===== src/rtl/stopwatch_pkg.sv =====
// Shared definitions for the stopwatch timekeeping datapath.
// Run-control state encoding and BCD digit limits.
package stopwatch_pkg;
    localparam int BCD_W = 4;
    localparam logic [BCD_W-1:0] DIG_MAX_10 = 4'd9;
    localparam logic [BCD_W-1:0] DIG_MAX_6  = 4'd5;

    typedef enum logic [1:0] {
        IDLE    = 2'd0,
        RUNNING = 2'd1,
        PAUSED  = 2'd2
    } sw_state_e;
endpackage


===== src/rtl/bcd_digit_counter.sv =====
// One BCD digit, 0..MAX, wrapping with a combinational carry-out.
// Chained by carry to form a single-cycle ripple counter.
module bcd_digit_counter
    import stopwatch_pkg::*;
#(
    parameter logic [BCD_W-1:0] MAX = DIG_MAX_10
) (
    input  logic             clk,
    input  logic             rst_n,
    input  logic             clr,
    input  logic             inc,
    output logic [0:BCD_W-1] digit,
    output logic             carry
);
    logic [BCD_W-1:0] digit_q;
    logic [BCD_W-1:0] digit_d;
    logic             at_max;

    assign at_max = (digit_q == MAX);
    assign carry  = inc & at_max;
    assign digit  = digit_q;

    always_comb begin
        digit_d = digit_q;
        if (clr) begin
            digit_d = '0;
        end else if (inc) begin
            digit_d = at_max ? '0 : digit_q + 1'b1;
        end
    end

    always_ff @(posedge clk or negedge rst_n) begin
        if (!rst_n) begin
            digit_q <= '0;
        end else begin
            digit_q <= digit_d;
        end
    end
endmodule


===== src/rtl/stopwatch_time_counter.sv =====
// Stopwatch timekeeping: clock prescaler, run/pause FSM and a
// six-digit BCD MM:SS.cc counter with sticky wrap flag.
module stopwatch_time_counter
    import stopwatch_pkg::*;
#(
    parameter int CLK_HZ  = 50000000,
    parameter int TICK_HZ = 100
) (
    input  logic             clk,
    input  logic             rst_n,
    input  logic             start_stop,
    input  logic             clear,
    output logic [0:BCD_W-1] cs_ones,
    output logic [0:BCD_W-1] cs_tens,
    output logic [0:BCD_W-1] s_ones,
    output logic [0:BCD_W-1] s_tens,
    output logic [0:BCD_W-1] m_ones,
    output logic [0:BCD_W-1] m_tens,
    output logic             running,
    output logic             overflow
);
    localparam int DIV = CLK_HZ / TICK_HZ;
    localparam int PW  = (DIV > 1) ? $clog2(DIV) : 1;
    localparam logic [PW-1:0] PRE_MAX = PW'(DIV - 1);

    sw_state_e   state_q;
    logic [PW-1:0] presc_q;
    logic        running_q;
    logic        overflow_q;
    logic        tick;
    logic [6:0]  inc;
    logic [5:0]  carry;

    // A pulse edge freezes the prescaler, so pause never eats a tick.
    assign tick = (state_q == RUNNING) & ~start_stop & ~clear
                & (presc_q == PRE_MAX);

    assign inc[0]   = tick;
    assign inc[6:1] = carry;
    assign running  = running_q;
    assign overflow = overflow_q;

    always_ff @(posedge clk or negedge rst_n) begin
        if (!rst_n) begin
            state_q    <= IDLE;
            presc_q    <= '0;
            running_q  <= 1'b0;
            overflow_q <= 1'b0;
        end else if (clear) begin
            state_q    <= IDLE;
            presc_q    <= '0;
            running_q  <= 1'b0;
            overflow_q <= 1'b0;
        end else if (start_stop) begin
            unique case (state_q)
                IDLE: begin
                    state_q   <= RUNNING;
                    presc_q   <= '0;
                    running_q <= 1'b1;
                end
                RUNNING: begin
                    state_q   <= PAUSED;
                    running_q <= 1'b0;
                end
                PAUSED: begin
                    state_q   <= RUNNING;
                    running_q <= 1'b1;
                end
                default: begin
                    state_q   <= IDLE;
                    running_q <= 1'b0;
                end
            endcase
        end else if (state_q == RUNNING) begin
            presc_q <= tick ? '0 : presc_q + 1'b1;
            if (carry[5]) begin
                overflow_q <= 1'b1;
            end
        end
    end

    bcd_digit_counter #(.MAX(DIG_MAX_10)) u_cs_ones (
        .clk(clk), .rst_n(rst_n), .clr(clear), .inc(inc[0]),
        .digit(cs_ones), .carry(carry[0])
    );
    bcd_digit_counter #(.MAX(DIG_MAX_10)) u_cs_tens (
        .clk(clk), .rst_n(rst_n), .clr(clear), .inc(inc[1]),
        .digit(cs_tens), .carry(carry[1])
    );
    bcd_digit_counter #(.MAX(DIG_MAX_10)) u_s_ones (
        .clk(clk), .rst_n(rst_n), .clr(clear), .inc(inc[2]),
        .digit(s_ones), .carry(carry[2])
    );
    bcd_digit_counter #(.MAX(DIG_MAX_6)) u_s_tens (
        .clk(clk), .rst_n(rst_n), .clr(clear), .inc(inc[3]),
        .digit(s_tens), .carry(carry[3])
    );
    bcd_digit_counter #(.MAX(DIG_MAX_10)) u_m_ones (
        .clk(clk), .rst_n(rst_n), .clr(clear), .inc(inc[4]),
        .digit(m_ones), .carry(carry[4])
    );
    bcd_digit_counter #(.MAX(DIG_MAX_6)) u_m_tens (
        .clk(clk), .rst_n(rst_n), .clr(clear), .inc(inc[5]),
        .digit(m_tens), .carry(carry[5])
    );
endmodule


===== config.mk =====
export PLATFORM = sky130hd
export DESIGN_NAME = stopwatch_time_counter
export DESIGN_NICKNAME = d
export VERILOG_FILES = /design/src/rtl/stopwatch_pkg.sv /design/src/rtl/bcd_digit_counter.sv /design/src/rtl/stopwatch_time_counter.sv
export SDC_FILE = /design/constraint.sdc
export NUM_CORES = 1
export LEC_CHECK = 0
export CAP_MARGIN = 25
export CORE_ASPECT_RATIO = 0.8
export CORE_UTILIZATION = 51
export DETAILED_ROUTE_END_ITERATION = 6
export PLACE_DENSITY = 0.74
export SLEW_MARGIN = 20
export SYNTH_ARGS = -nofsm -noshare
export SYNTH_HDL_FRONTEND = slang
export SYNTH_SLANG_ARGS = --single-unit

===== constraint.sdc =====
create_clock -name clk -period 2.2 [get_ports clk]
set_input_delay 0.22 -clock clk [delete_from_list [all_inputs] [get_ports clk]]
set_output_delay 0.22 -clock clk [all_outputs]
set_load 0.03 [all_outputs]

## Word level (Yosys, flattened, before mapping)

Index checks and enable logic that the tools add are counted.

| word-level totals | value |
|---|---|
| bits in registers | 47 |
| input port bits | 4 |
| output and inout bits | 26 |
| logic and storage cells | 86 |

| operators by class | value |
|---|---|
| add/subtract/negate cells | 7 |
| equality and inequality tests | 11 |
| multiplexer cells | 33 |
| bitwise logic cells | 11 |
| reduce and logical (&&, ||, !) cells | 14 |

Operators by type and width:

| cell | count |
|---|---|
| $mux W19 | 5 |
| $mux W4 | 18 |
| $add A4 B1 Y4 const B | 6 |
| $add A19 B1 Y19 const B | 1 |
| $eq A19 B19 Y1 const B | 1 |
| $reduce_bool A2 Y1 | 9 |
| $eq A4 B4 Y1 const B | 4 |
| $and A1 B1 Y1 | 9 |
| $eq A4 B3 Y1 const B | 2 |
| $mux W1 | 7 |
| $mux W2 | 2 |
| $pmux W2 S2 | 1 |
| $ne A3 B1 Y1 const B | 1 |
| $reduce_and A3 Y1 | 1 |
| $reduce_bool A3 Y1 | 1 |
| $eq A2 B1 Y1 const B | 1 |
| $eq A2 B2 Y1 const B | 1 |
| $logic_not A2 Y1 | 1 |
| $ne A2 B1 Y1 const B | 1 |
| $not A1 Y1 | 2 |
| $reduce_and A2 Y1 | 1 |
| $reduce_or A2 Y1 | 1 |

## Longest topological paths before layout

Gate-level depths: netlist of the first run.

| depth | value |
|---|---|
| depth after elaboration | 14 |
| gate-level depth with buffers | 8 |
| depth with buffers taken out | 7 |

## Cells and area by module

Synthesis of the first run repeated with hierarchy kept, for this count alone.

| unflattened totals | value |
|---|---|
| cells, all modules | 301 |
| area total of the unflattened synthesis | 2821.5 um^2 |

Modules (own cells, without submodules):

| module | times used | cells an instance | area an instance (um^2) | seq. area each (um^2) |
|---|---|---|---|---|
| stopwatch_time_counter | 1 | 151 | 1387.6 | 575.6 |
| bcd_digit_counter (u_cs_ones ...) | 4 | 26 | 241.5 | 100.1 |
| bcd_digit_counter (u_m_tens ...) | 2 | 23 | 234.0 | 100.1 |

## Least setup slack after synthesis of the first run

Ideal clock, no wire load.

| path | value |
|---|---|
| kind | flip-flop to flip-flop |
| from | reg presc_q[0] |
| to | reg u_m_tens.digit_q[3], in the netlist u_m_tens.digit[0] |
| setup time | 78 ps |
| arrival | 2021 ps |
| required time | 2122 ps |
| path slack | 102 ps |
| stages on the path, launching flop included | 8 |
| path buffers | 1 |
| clock period less this slack | 2098 ps |
| cell sequence | dfrtp_1 -> ha_1 -> and4_1 -> and4_1 -> clkbuf_1 -> nand4_2 -> or4b_1 -> a21oi_1 |

| on the way | value |
|---|---|
| word-level cells in the longest chain between the ends | 8 |

Ends and longest elaborated chain:

| what | RTL line | text |
|---|---|---|
| from (decl) | stopwatch_time_counter.sv:27 | `logic [PW-1:0] presc_q;` |
| from (signal assigned) | stopwatch_time_counter.sv:75 | `presc_q <= tick ? '0 : presc_q + 1'b1;` |
| $eq A19 B19 Y1 | stopwatch_time_counter.sv:36 | `& (presc_q == PRE_MAX);` |
| $and A1 B1 Y1 | stopwatch_time_counter.sv:36 |  |
| $and A1 B1 Y1 (5 in a row) | bcd_digit_counter.sv:20 | `assign carry = inc & at_max;` |
| $reduce_bool A2 Y1 (no line) | - |  |
| to (signal assigned) | bcd_digit_counter.sv:36 | `digit_q <= digit_d;` |
| to (decl) | bcd_digit_counter.sv:15 | `logic [BCD_W-1:0] digit_q;` |

Every way passes these cells.
A chain may end at the register's enable or synchronous reset.

## Worst setup path after layout of the first run

| path | value |
|---|---|
| from | in clear |
| to | reg u_m_tens.digit_q[3], in the netlist u_m_tens.digit[0] |

| on the way | value |
|---|---|
| word-level cells in the longest chain between the ends | 9 |
| elaborated cells between the ends (all ways) | 10 |
| those cells by class | mux: 1; bitwise: 8; reduce/logical: 1 |

Ends and longest elaborated chain:

| what | RTL line | text |
|---|---|---|
| from (decl) | stopwatch_time_counter.sv:12 | `input logic clear,` |
| $not A1 Y1 | stopwatch_time_counter.sv:35 | `assign tick = (state_q == RUNNING) & ~start_stop & ~clear` |
| $and A1 B1 Y1 | stopwatch_time_counter.sv:35 |  |
| $and A1 B1 Y1 | stopwatch_time_counter.sv:36 |  |
| $and A1 B1 Y1 (5 in a row) | bcd_digit_counter.sv:20 |  |
| $reduce_bool A2 Y1 (no line) | - |  |

Parallel ways exist; a longest one is shown, timed or not.

==> results of run 1 <==
-- layer usage --
metal | routed length, um | part of all wire, % | track usage (%)
met2 | 2760 | 45 | 35.6
met4 | 32 | 0.53 | 7.54
met3 | 313 | 5.1 | 4.41
met1 | 2990 | 49 | 36.2
met5 | 0 | 0 | 0
-- worst max-delay path, stage by stage --
cell	delay, ns
clkdlybuf4s50_1	0.45
or3b_4	0.43
nor3_4	0.27
nand4_2	0.20
or4b_1	0.57
a21oi_1	0.20
-- registers in the layout, indices dropped and copies added (netlist names) --
signal / cells
u_cs_tens.digit: 4
u_m_tens.digit: 4
u_cs_ones.digit: 4
u_s_tens.digit: 4
state_q: 1
presc_q: 19
overflow: 1
u_s_ones.digit: 4
running: 1
u_m_ones.digit: 4
-- report_power, final --
group | internal (mW) | switching (mW) | leakage (nW) | total (mW)
Sequential | 0.850 | 0.00469 | 0.641 | 0.855
Combinational | 0.0403 | 0.0835 | 0.636 | 0.124
Clock | 0.318 | 0.293 | 0.0575 | 0.611
-- cell families after synthesis --
family,count (synthesis),share of synthesized area [%]
buffers and inverters,25,3.88
and+or+nand+nor,143,30.7
adders and majority gates,13,6.15
DFF,46,43.5
xor gates and xnor gates,11,3.64
muxes,1,0.378
AOI/OAI and AO/OA,56,11.7
-- cells in the final DEF, fill, tap and decap left out, drive strengths merged, types with 2 or more instances in the layout --
cell	count
o21ba	2
nand3	21
xnor2	11
and3	2
a31oi	5
nor3b	3
nor3	10
ha	13
o31ai	2
nor2b	3
nand4	6
a21oi	30
dfrtp	46
and3b	4
nand4b	2
nor2	24
nand2	27
buf	29
inv	12
clkbuf	8
clkdlybuf4s50	28
or4	9
and4	4
nor4	4
or2	2
or3	12
o21ai	14
or3b	2
and2	3
-- metrics by stage --
| step | cells | worst slack, ns | utilization [%] | power, mW | TNS [ns] |
|---|---|---|---|---|---|
| floorplan | 295 | 0.102 | - | 0.934 | 0 |
| global placement | 400 | -0.162 | 63.2 | 0.991 | -1.78 |
| detailed placement | 400 | -0.215 | 63.2 | 0.993 | -2.39 |
| CTS | 409 | 0.0405 | 65.6 | 1.60 | 0 |
| global route | 410 | 0.0104 | 65.9 | 1.64 | 0 |
| finish | 410 | 0.0800 | 65.9 | 1.59 | 0 |
-- area by class of cell --
type | count | area [um^2] | share of cell area, %
inverters | 12 | 45.0 | 1.37
repair buffers | 58 | 518 | 15.7
flip-flops and latches | 46 | 1150 | 34.9
clock buffers | 8 | 110 | 3.34
multi-input cells | 224 | 1400 | 42.4
well taps | 62 | 77.6 | 2.35
-- how the worst max path moves through the flow --
stage                                      to              startpoint  cells after the start
2_1_floorplan   u_m_tens.digit[0]$_DFFE_PN0P_  presc_q[0]$_DFFE_PN0P_                      7
3_3_place_gp   u_cs_tens.digit[1]$_DFFE_PN0P_                   clear                      7
3_5_place_dp    u_m_tens.digit[3]$_DFFE_PN0P_                   clear                      7
4_1_cts         u_m_tens.digit[0]$_DFFE_PN0P_  presc_q[1]$_DFFE_PN0P_                      6
5_1_grt        u_cs_tens.digit[1]$_DFFE_PN0P_                   clear                      7
6_report        u_m_tens.digit[0]$_DFFE_PN0P_                   clear                      6
-- what timing repair did --
action | in CTS | in global routing
endpoints found under the hold margin | 22 | 0
hold buffers | 1 | 0
resized for setup | 0 | 4
setup endpoints to repair | 0 | 16
setup buffers | 0 | 1
==> results_dict.tcl, run 1 <==
set metrics [dict create \
    cp.arrival_ns 2.34 \
    r2r_cells 5 \
    async_flop_share_pct 100 \
    setup_violations 0 \
    vdd_drop_max_mv 0.374 \
    start_util_pct 52.8 \
    wl_per_cell_um 14.9 \
    synth_most_common_cell "dfrtp_1" \
    cts_root_buf "clkbuf_8" \
    fill_cells 409 \
    fin_crit_sh_pct 96.4 \
    place_congestion 0.883 \
    fin_nets 364 \
    diodes 0 \
    grt-ovfl-total 0 \
    drc 0 \
    grt_pass1_wl_mm 10.1 \
    drtIter0Drc 170 \
    holdWs_ns 0.439 \
    synth_area_leaders "dfrtp_1 (44%), ha_1 (6.1%), a21oi_1 (5.7%)" \
    grt_use_total_pct 24.4 \
    antenna_found_initial 0 \
    maxSlewHeadroom_pct 62.9 \
    layout_min_cycle_time_ns 2.12 \
    ys.flop_type "dfrtp_1" \
    portBuffers 29 \
    min_path_type "in2async" \
    startpoint_type "primary input" \
    path_max_fanout 4 \
    die_w_um 82.5 \
    cap_violations 0 \
    cts_max_level 2 \
    grt_pass1_vias 2149 \
    syn_inst 295 \
    dieArea_um2 5480 \
    required_ns 2.42 \
    place_area_um2 3170 \
    ys_seq_area_share_pct 43.5 \
    core_area_um2 5010 \
    cts_tree "yes" \
    p_leak_nw 1.33 \
    powerDensity_nw_per_um2 482 \
    placementRows 23 \
    vias 2373 \
    dp_hpwl_mm 4.25 \
    synth_warnings 0 \
    final_area_um2 3300 \
    skew_ns 0.00212 \
    fmax_ghz 0.472 \
    cts_sinks 46 \
    regToRegStartpoint "presc_q[12]$_DFFE_PN0P_" \
    ant_nets 0 \
    pin_count 30 \
    synth_top_area_share_pct 43.5 \
    timing.rr.end "u_m_tens.digit[0]$_DFFE_PN0P_" \
    numCtsBuffers 5 \
    crit_type "in2reg" \
    synthTopCellsByCount "dfrtp_1 (46), a21oi_1 (30), nand2_1 (27)" \
    syn_area_um2 2650 \
    avgSynthCellArea_um2 8.97 \
    insertion_delay_ns 0.30 \
    outcome "completed" \
    synth-seq-cells 46 \
    hold_viol 0 \
    clkTransAtPathRegs_ns 0.08 \
    syn-num-nets 312 \
    grt_start_max_net_pins 39 \
    synth_edf_count 0 \
    yosysTopAreaCell "dfrtp_1" \
    report.final.slew_viol_count 0 \
    worst_pin_slew_ns 0.556 \
    drive_above_1_share_pct 13.8 \
    first_pass_iters 4 \
    grt_setup_unrepaired "no" \
    wirelength_mm 6.09 \
    reg2reg_setup_slack_ns 0.11 \
    vias_per_cell 5.79 \
    endpoint_kind "register" \
    die_h_um 66.4 \
    area_growth_pct 24.7 \
    synth_cell_types 42 \
    cts_buffer_depth 2 \
]
Note: power is estimated with default switching activity, not from simulation.
==> run 2, diff against run 1 <==
==> constraint.sdc (replaced) <==
create_clock -name clk -period 2.2 [get_ports clk]
set_input_delay 0.22 -clock clk [delete_from_list [all_inputs] [get_ports clk]]
set_output_delay 0.22 -clock clk [all_outputs]
set_load 0.02 [all_outputs]
==> results of run 2 <==
The final DEF is identical to that of run 1. Status: completed.
==> run 3, diff against run 2 <==
==> constraint.sdc (replaced) <==
create_clock -name clk -period 2.2 [get_ports clk]
set_input_delay 0.22 -clock clk [delete_from_list [all_inputs] [get_ports clk]]
set_output_delay 0.22 -clock clk [all_outputs]
set_load 0.005 [all_outputs]
==> run 3 against run 2 <==
Against the previous run: sequential power about the same; largest power group unchanged; first-iteration DRC count increased by 2.4%; maximum frequency decreased by 0.74%; combinational power decreased by 3%; clock skew increased by 0.0097 ns; via count increased by 0.63%; cell area decreased by 0.76%; highest routed layer unchanged; critical path type is now reg2reg; core utilization decreased by 0.50 points; critical endpoint is now u_cs_tens.digit[1]$_DFFE_PN0P_; clock power decreased by 18%; global-route usage decreased by 0.40 points; flip-flop and latch count unchanged; register-to-register slack got worse by 0.05 ns.
==> results_dict.tcl, run 3 (synthesis results as in run 1) <==
set metrics [dict create \
    endpoint_kind "register" \
    grt_pass1_wl_mm 9.95 \
    grt-ovfl-total 0 \
    regToRegStartpoint "presc_q[12]$_DFFE_PN0P_" \
    fmax_ghz 0.468 \
    hold_viol 0 \
    cap_violations 0 \
    dp_hpwl_mm 4.27 \
    ant_nets 0 \
    vias 2388 \
    antenna_found_initial 0 \
    register_area_um2 1150 \
    p_leak_nw 1.32 \
    powerDensity_nw_per_um2 449 \
    first_pass_iters 4 \
    final_common_cell "dfrtp_1" \
    min_path_type "in2async" \
    area_growth_pct 23.8 \
    die_h_um 66.4 \
    required_ns 2.43 \
    pin_count 30 \
    place_congestion 0.882 \
    startpoint_type "register" \
    tns_ns 0 \
    crit_start "presc_q[12]$_DFFE_PN0P_" \
    portBuffers 29 \
    report.final.slew_viol_count 0 \
    drive_above_1_share_pct 13.5 \
    final_area_um2 3270 \
    skew_ns 0.0118 \
    drtIter0Drc 174 \
    cts_tree "yes" \
    post-route-util_pct 65.4 \
    largest_register_ffs 19 \
    core_area_um2 5010 \
    final_cell_mix "dfrtp_1 (46), a21oi_1 (30), clkdlybuf4s50_1 (28), buf_4 (28), nand2_1 (27)" \
    start_util_pct 52.8 \
    dieArea_um2 5480 \
    outcome "completed" \
    wirelength_mm 5.97 \
    setup_violations 0 \
    grt_pass1_vias 2126 \
    place_area_um2 3170 \
    vias_per_cell 5.82 \
    maxSlewHeadroom_pct 62.7 \
    vdd_drop_max_mv 0.374 \
    cts_max_level 2 \
    worst_pin_slew_ns 0.560 \
    clkTransAtPathRegs_ns 0.09 \
    grt_use_total_pct 24.0 \
    path_max_fanout 7 \
    placementRows 23 \
    diodes 0 \
    holdWs_ns 0.446 \
    grt_start_max_net_pins 39 \
    wl_per_cell_um 14.5 \
    cts_root_buf "clkbuf_8" \
    drc 0 \
    max_flop_register "presc_q" \
    crit_type "reg2reg" \
    insertion_delay_ns 0.30 \
    numCtsBuffers 5 \
    fill_cells 420 \
    multiInputGateArea_um2 1400 \
    layout_min_cycle_time_ns 2.14 \
    cts_buffer_depth 2 \
    die_w_um 82.5 \
    cp.arrival_ns 2.36 \
    fin_crit_sh_pct 97.1 \
    cts_sinks 46 \
    fin_nets 365 \
]
==> run 3: cell count changes in the layout (fill, tap and decap cells not counted), sizes merged <==
cell    before  now
clkbuf       8    7
buf         29   30
==> run 3: area by class of cell <==
class	instances	area share [%]
clock buffers	7	2.33
inverters	12	1.38
multi-input cells	224	42.7
flip-flops and latches	46	35.2
well taps	62	2.37
repair buffers	59	16.0
==> run 3: what timing repair did <==
| item | CTS | global route |
|---|---|---|
| endpoints found under the setup margin | 0 | 12 |
| endpoints found under the hold margin | 22 | 0 |
| hold buffers | 1 | 0 |
| gates resized for setup | 0 | 5 |
| buffers inserted | 0 | 1 |
==> run 3: path summary, 6_finish.rpt <==
path                                                        to  slack [ns]  cells after the start
worst min register to register            overflow$_DFFE_PN0P_        0.53                      1
min in group clk                          overflow$_DFFE_PN0P_        0.53                      1
worst min-delay path             u_s_tens.digit[3]$_DFFE_PN0P_        0.45                      2
worst max register to register  u_cs_tens.digit[1]$_DFFE_PN0P_        0.06                      6
worst max-delay path            u_cs_tens.digit[1]$_DFFE_PN0P_        0.06                      6
max in group asynchronous               presc_q[5]$_DFFE_PN0P_        1.22                      3
==> run 3: critical path, stage by stage (launching register included) <==
cell and delay (ns):
dfrtp_1 0.40, nor4_1 0.40, and4_4 0.34, buf_4 0.13
nand3_1 0.18, or4_1 0.45, a21oi_1 0.16
==> run 3: stage by stage <==
step | instances | total power, mW | setup slack [ns]
6_report | 410 | 1.47 | 0.0642
4_1_cts | 409 | 1.48 | 0.0665
2_1_floorplan | 295 | 0.931 | 0.102
5_1_grt | 410 | 1.52 | -0.0493
3_5_place_dp | 401 | 0.990 | -0.203
3_3_place_gp | 401 | 0.988 | -0.166
==> run 3: power by group <==
| part | switching, mW | leakage, nW | total, mW | internal (mW) |
|---|---|---|---|---|
| clock network | 0.278 | 0.0383 | 0.498 | 0.220 |
| registers | 0.00487 | 0.641 | 0.855 | 0.850 |
| logic | 0.0788 | 0.641 | 0.118 | 0.0396 |
| total | 0.362 | 1.32 | 1.47 | 1.11 |
==> run 3: routing by layer <==
metal / wire, um / vias up / track usage, %
met5: 0 / - / 0
met4: 51 / 0 / 6.68
met3: 262 / 5 / 4.83
met2: 2650 / 52 / 35.4
met1: 3010 / 1173 / 35.3
li1: - / 1158 / -
